<file path="config.mk">
export PLATFORM = sky130hd
export DESIGN_NAME = pipe_hazard_ctrl
export DESIGN_NICKNAME = d
export VERILOG_FILES = /design/src/rtl/pipe_hazard_ctrl.sv
export SDC_FILE = /design/constraint.sdc
export NUM_CORES = 1
export LEC_CHECK = 0
export CAP_MARGIN = 0
export CORE_MARGIN = 1
export CORE_UTILIZATION = 30
export CTS_CLUSTER_SIZE = 28
export DETAILED_ROUTE_END_ITERATION = 12
export SYNTH_ARGS = -nofsm -noshare
export SYNTH_HDL_FRONTEND = slang
export SYNTH_SLANG_ARGS = --single-unit
</file>
<file path="constraint.sdc">
create_clock -name clk -period 3.5 [get_ports clk]
set_clock_uncertainty 0.05 [all_clocks]
set_input_delay 0.525 -clock clk [delete_from_list [all_inputs] [get_ports clk]]
set_output_delay 0.525 -clock clk [all_outputs]
set_load 0.02 [all_outputs]
</file>
<file path="src/rtl/pipe_hazard_ctrl.sv">
// pipe_hazard_ctrl: stall/flush sequencer for the 5-stage RV32I pipeline.
//
// Resolves load-use hazards (one bubble), taken branches/jumps resolved in EX
// (IF/ID + ID/EX flush) and multi-cycle data-memory waits (whole-pipe freeze
// with a timeout that parks the block in HALT until reset).
//
// Ports:
//   clk, rst                 clock (rising edge), async active-high reset
//   id_rs1/id_rs2            source register fields of the ID instruction
//   id_use_rs1/id_use_rs2    ID instruction actually reads rs1/rs2
//   ex_rd, ex_mem_read       destination and load flag of the EX instruction
//   ex_br_taken              EX instruction redirects the PC this cycle
//   mem_req, mem_ready       MEM-stage access request and completion
//   pc_en, ifid_en, idex_en, exmem_en   pipeline register load enables
//   ifid_flush, idex_flush   synchronous clears (NOP / bubble)
//   err_timeout              sticky memory-timeout error
//   perf_stall_cnt, perf_flush_cnt, perf_wait_cnt
//                            32-bit event counters, present only when the
//                            macro HAZARD_PERF_CNT_EN is defined
//
// Control outputs are Mealy: decoded from the state and the current-cycle
// inputs so they act on the next clock edge.

module pipe_hazard_ctrl #(
    parameter int unsigned MEM_TIMEOUT = 64,
    parameter int unsigned CNT_W       = 16
) (
    input  logic       clk,
    input  logic       rst,
    input  logic [4:0] id_rs1,
    input  logic [4:0] id_rs2,
    input  logic       id_use_rs1,
    input  logic       id_use_rs2,
    input  logic [4:0] ex_rd,
    input  logic       ex_mem_read,
    input  logic       ex_br_taken,
    input  logic       mem_req,
    input  logic       mem_ready,
    output logic       pc_en,
    output logic       ifid_en,
    output logic       ifid_flush,
    output logic       idex_en,
    output logic       idex_flush,
    output logic       exmem_en,
    output logic       err_timeout
`ifdef HAZARD_PERF_CNT_EN
    ,
    output logic [31:0] perf_stall_cnt,
    output logic [31:0] perf_flush_cnt,
    output logic [31:0] perf_wait_cnt
`endif
);

    localparam logic [CNT_W-1:0] TIMEOUT_CNT = CNT_W'(MEM_TIMEOUT);

    typedef enum logic [1:0] {
        RUN      = 2'd0,
        MEM_WAIT = 2'd1,
        HALT     = 2'd2
    } state_e;

    state_e           state_q, state_d;
    logic [CNT_W-1:0] cnt_q, cnt_d;
    logic             err_q, err_d;

    logic load_use;
    logic mem_stall;
    logic stall_evt;
    logic flush_evt;

    // x0 is hardwired to zero, so it never carries a real dependency.
    assign load_use  = ex_mem_read && (ex_rd != 5'd0) &&
                       ((id_use_rs1 && (id_rs1 == ex_rd)) ||
                        (id_use_rs2 && (id_rs2 == ex_rd)));
    assign mem_stall = mem_req && !mem_ready;

    // State, wait counter and sticky error registers.
    always_ff @(posedge clk or posedge rst) begin
        if (rst) begin
            state_q <= RUN;
            cnt_q   <= '0;
            err_q   <= 1'b0;
        end else begin
            state_q <= state_d;
            cnt_q   <= cnt_d;
            err_q   <= err_d;
        end
    end

    // Next-state and Mealy control decode; priority mem stall > branch > load-use.
    always_comb begin
        state_d    = state_q;
        cnt_d      = cnt_q;
        err_d      = err_q;
        pc_en      = 1'b1;
        ifid_en    = 1'b1;
        ifid_flush = 1'b0;
        idex_en    = 1'b1;
        idex_flush = 1'b0;
        exmem_en   = 1'b1;
        stall_evt  = 1'b0;
        flush_evt  = 1'b0;

        case (state_q)
            RUN: begin
                if (mem_stall) begin
                    pc_en    = 1'b0;
                    ifid_en  = 1'b0;
                    idex_en  = 1'b0;
                    exmem_en = 1'b0;
                    state_d  = MEM_WAIT;
                    cnt_d    = CNT_W'(1);
                end else if (ex_br_taken) begin
                    // The ID instruction is squashed, so a load-use on it is moot.
                    ifid_flush = 1'b1;
                    idex_flush = 1'b1;
                    flush_evt  = 1'b1;
                end else if (load_use) begin
                    pc_en      = 1'b0;
                    ifid_en    = 1'b0;
                    idex_flush = 1'b1;
                    stall_evt  = 1'b1;
                end
            end
            MEM_WAIT: begin
                pc_en    = 1'b0;
                ifid_en  = 1'b0;
                idex_en  = 1'b0;
                exmem_en = 1'b0;
                if (mem_ready) begin
                    state_d = RUN;
                    cnt_d   = '0;
                end else if (cnt_q == TIMEOUT_CNT) begin
                    state_d = HALT;
                    err_d   = 1'b1;
                end else begin
                    cnt_d = cnt_q + CNT_W'(1);
                end
            end
            default: begin
                // HALT (and any unreachable encoding) freezes until reset.
                pc_en    = 1'b0;
                ifid_en  = 1'b0;
                idex_en  = 1'b0;
                exmem_en = 1'b0;
            end
        endcase

        // Hold the whole pipe quiet while reset is asserted.
        if (rst) begin
            pc_en      = 1'b0;
            ifid_en    = 1'b0;
            ifid_flush = 1'b0;
            idex_en    = 1'b0;
            idex_flush = 1'b0;
            exmem_en   = 1'b0;
        end
    end

    assign err_timeout = err_q;

`ifdef HAZARD_PERF_CNT_EN
    logic [31:0] perf_stall_q, perf_flush_q, perf_wait_q;

    // Free-running event counters, wrapping at 2^32.
    always_ff @(posedge clk or posedge rst) begin
        if (rst) begin
            perf_stall_q <= '0;
            perf_flush_q <= '0;
            perf_wait_q  <= '0;
        end else begin
            if (stall_evt) perf_stall_q <= perf_stall_q + 32'd1;
            if (flush_evt) perf_flush_q <= perf_flush_q + 32'd1;
            if (state_q == MEM_WAIT) perf_wait_q <= perf_wait_q + 32'd1;
        end
    end

    assign perf_stall_cnt = perf_stall_q;
    assign perf_flush_cnt = perf_flush_q;
    assign perf_wait_cnt  = perf_wait_q;
`else
    logic unused_evt;
    assign unused_evt = stall_evt ^ flush_evt;
`endif

endmodule

</file>
==> metrics.txt <==
status finished clean; HP Class reg2reg; Sink Count 19; Mapped Cells about 140; sw frac 21.80%; Final Total Pwr around 420 uW; core area 4029 um^2; yosys synthesis warning count 0; synthesized cell area 1270 um^2; Final Core Density slightly above 40%; Final Cell Area ~1700 um^2; worst-skew pair later-pin latency 0.26 ns; Routed Antenna Nets 0; via/cell ratio 5.394; largest net degree at the start of global routing 20; met1 usage 17.47%; number of global-route vias before repair roughly 1,200; total CTS buffers 3; CTS tree built; Area growth syn-to-layout 29.95%; wire per inst 13.57 um; Longest Clk Path Bufs 2; gpl congestion 0.7876; Die Wd approximately 67 um; post-cts repair resize count 0; global-route usage over all layers ~15%; clock slew at reported path FFs 0.07 ns; RR Startpoint cnt_q[0]; Ports 30; CTS Hold Buffers Added 0; DP Area 1605 um^2; achievable frequency 316.5 MHz; height of the die 67.07 um; crit share post-route 90.28%; clock share of power 36.8%; routed wire length about 3000 um; most common cell in the netlist dfrtp_1; Startpoint Class input pin; max-slew violation count 0; Synth cell types 40; most instantiated cells after synthesis 19 x dfrtp_1, 17 x o21ai_0, 10 x xor2_1; Critical Path AT about 2.6 ns; VDD IR max 154.7 uV; CP Launch Point mem_ready; Site Rows 23; Yosys reg bits 19; HPWL Detailed 2264 um; setup TNS 0 ns; peak-usage layer in the global routing report met2; Net Sw Power 91.77 uW; die area roughly 4500 um^2; Fin. Hold Viols 0; Seq pwr share 52.1%; hold path startpoint err_timeout; worst-path fanout max 6; Req. time, crit path 2.92 ns; minimum clock period ~3.2 ns; asr flop ratio synth 100.0%; Vias 1,192; Final setup viols 0; H-Tree Depth 1; first-pass iteration count of the detailed router 4; worst relative slew slack between 50 and 60%; WS Path Type in2out; Pleak around 0.00065 uW; DRC errors left 0; Logic pwr share between 10% and 20%; ANT cells 0; first-pass GRT wire length ~5000 um; Yosys top cell by area dfrtp_1; Setup crit end kind primary output; met3 Use GR 3.596%; RSZ-0062 raised after global routing no; Final nets 197; Slew @ Worst Pin 0.7207 ns; Area contributors post-synth dfrtp_1 37%, xor2_1 6.9%, o21ai_0 6.7%; share of layout cells above drive strength 1 7.602%; EDFF count, synth 0; initial core utilization 31.52%; dominant synthesized flop cell dfrtp_1; max cap viols 0; Setup Fix Bufs, Post-CTS 0; # port buffers 29; global-route met2 utilization a little over a quarter; Seq/Total Area, Yosys 37.44%; top cell type's share of synthesized area 37.44%; Avg Inst Size Synth 8.943 um^2; pwr dens 255.1 nW/um^2; clock root cell clkbuf_8; Congestion Overflow GR 0; post-synthesis net count 167; Pint between 300 and 400 uW; initial antenna violation count 0; DR iter-0 viols 38
==> kinds of logic after synthesis <==
group                    after synthesis  synth area share, %
AO/OA/AOI/OAI                         42                21.58
XOR/XNOR                              12                8.276
adder cells (fa/ha/maj)                2                1.970
buffers and inverters                 15                5.221
flip-flops                            19                37.44
multiplexers                           1               0.7882
AND/OR/NAND/NOR                       51                24.73
==> power groups by stage <==
stage	combinational, uW	sequential, uW	clock, uW
2_1_floorplan	15.0	224	0
3_3_place_gp	45.8	224	0
3_5_place_dp	47.4	224	0
4_1_cts	47.7	219	159
5_1_grt	51.6	219	169
6_report	46.9	219	155
==> critical path, cell delays in order <==
cell and delay [ns]:
clkdlybuf4s50_1 0.58, and2b_2 0.28, nor4_1 0.18, buf_4 0.18
and2_1 0.13, o21bai_1 0.10, clkdlybuf4s50_1 0.61
==> area by class of cell <==
cell class	count	area (um^2)
multi-input cells	108	728.2
flip-flops and latches	19	475.5
repair buffers	31	305.3
clock buffers	4	45.04
inverters	9	33.78
fillers	406	2379
well taps	50	62.56
==> path summary, 6_finish.rpt <==
kind / endpoint / slack (ns) / cells past startpoint
worst max-delay path: idex_flush / 0.34 / 7
worst min-delay path: err_timeout / 0.44 / 1
worst max register to register: state_q[0] / 1.57 / 6
worst min register to register: err_timeout / 0.44 / 1
max in group asynchronous: cnt_q[12] / 2.28 / 2
min in group asynchronous: state_q[1] / 0.67 / 2
==> per-layer routing <==
layer | up-vias | routed length [um]
met4 | 0 | 46
met1 | 557 | 1329
met5 | - | 0
met3 | 5 | 220
li1 | 591 | -
met2 | 39 | 1401
==> registers in the layout (all words and copies together), names as in the netlist <==
register	cells
cnt_q	16
err_timeout	1
state_q	2
==> stage by stage <==
step / instances / setup slack, ns / hold slack [ns]
2_1_floorplan: 142 / 0.6507 / 0.4261
3_3_place_gp: 217 / 0.3746 / 0.4147
4_1_cts: 221 / 0.3321 / 0.4504
5_1_grt: 221 / 0.1615 / 0.4853
6_report: 221 / 0.3402 / 0.4377
3_5_place_dp: 217 / 0.3305 / 0.4239
==> placed cells by master (no fill, tap or decap), types with 2 or more instances in the layout <==
master	Yosys	layout
xor2_1	10	10
buf_4	2	2
inv_1	9	9
a21o_1	2	2
a31oi_1	4	4
o211ai_1	2	2
nand2_1	7	7
o21bai_1	3	3
dfrtp_1	19	19
and3_1	2	2
clkbuf_8	0	3
ha_1	2	2
and2_1	2	2
o21ai_0	17	17
nand4_1	6	6
a21oi_1	7	7
or4_1	5	5
xnor2_1	2	2
nand3_1	5	5
o31ai_1	3	3
nor2_1	6	6
nor4_1	4	4
nor4b_1	3	3
clkdlybuf4s50_1	0	29
(Power assumes the default switching activity.)
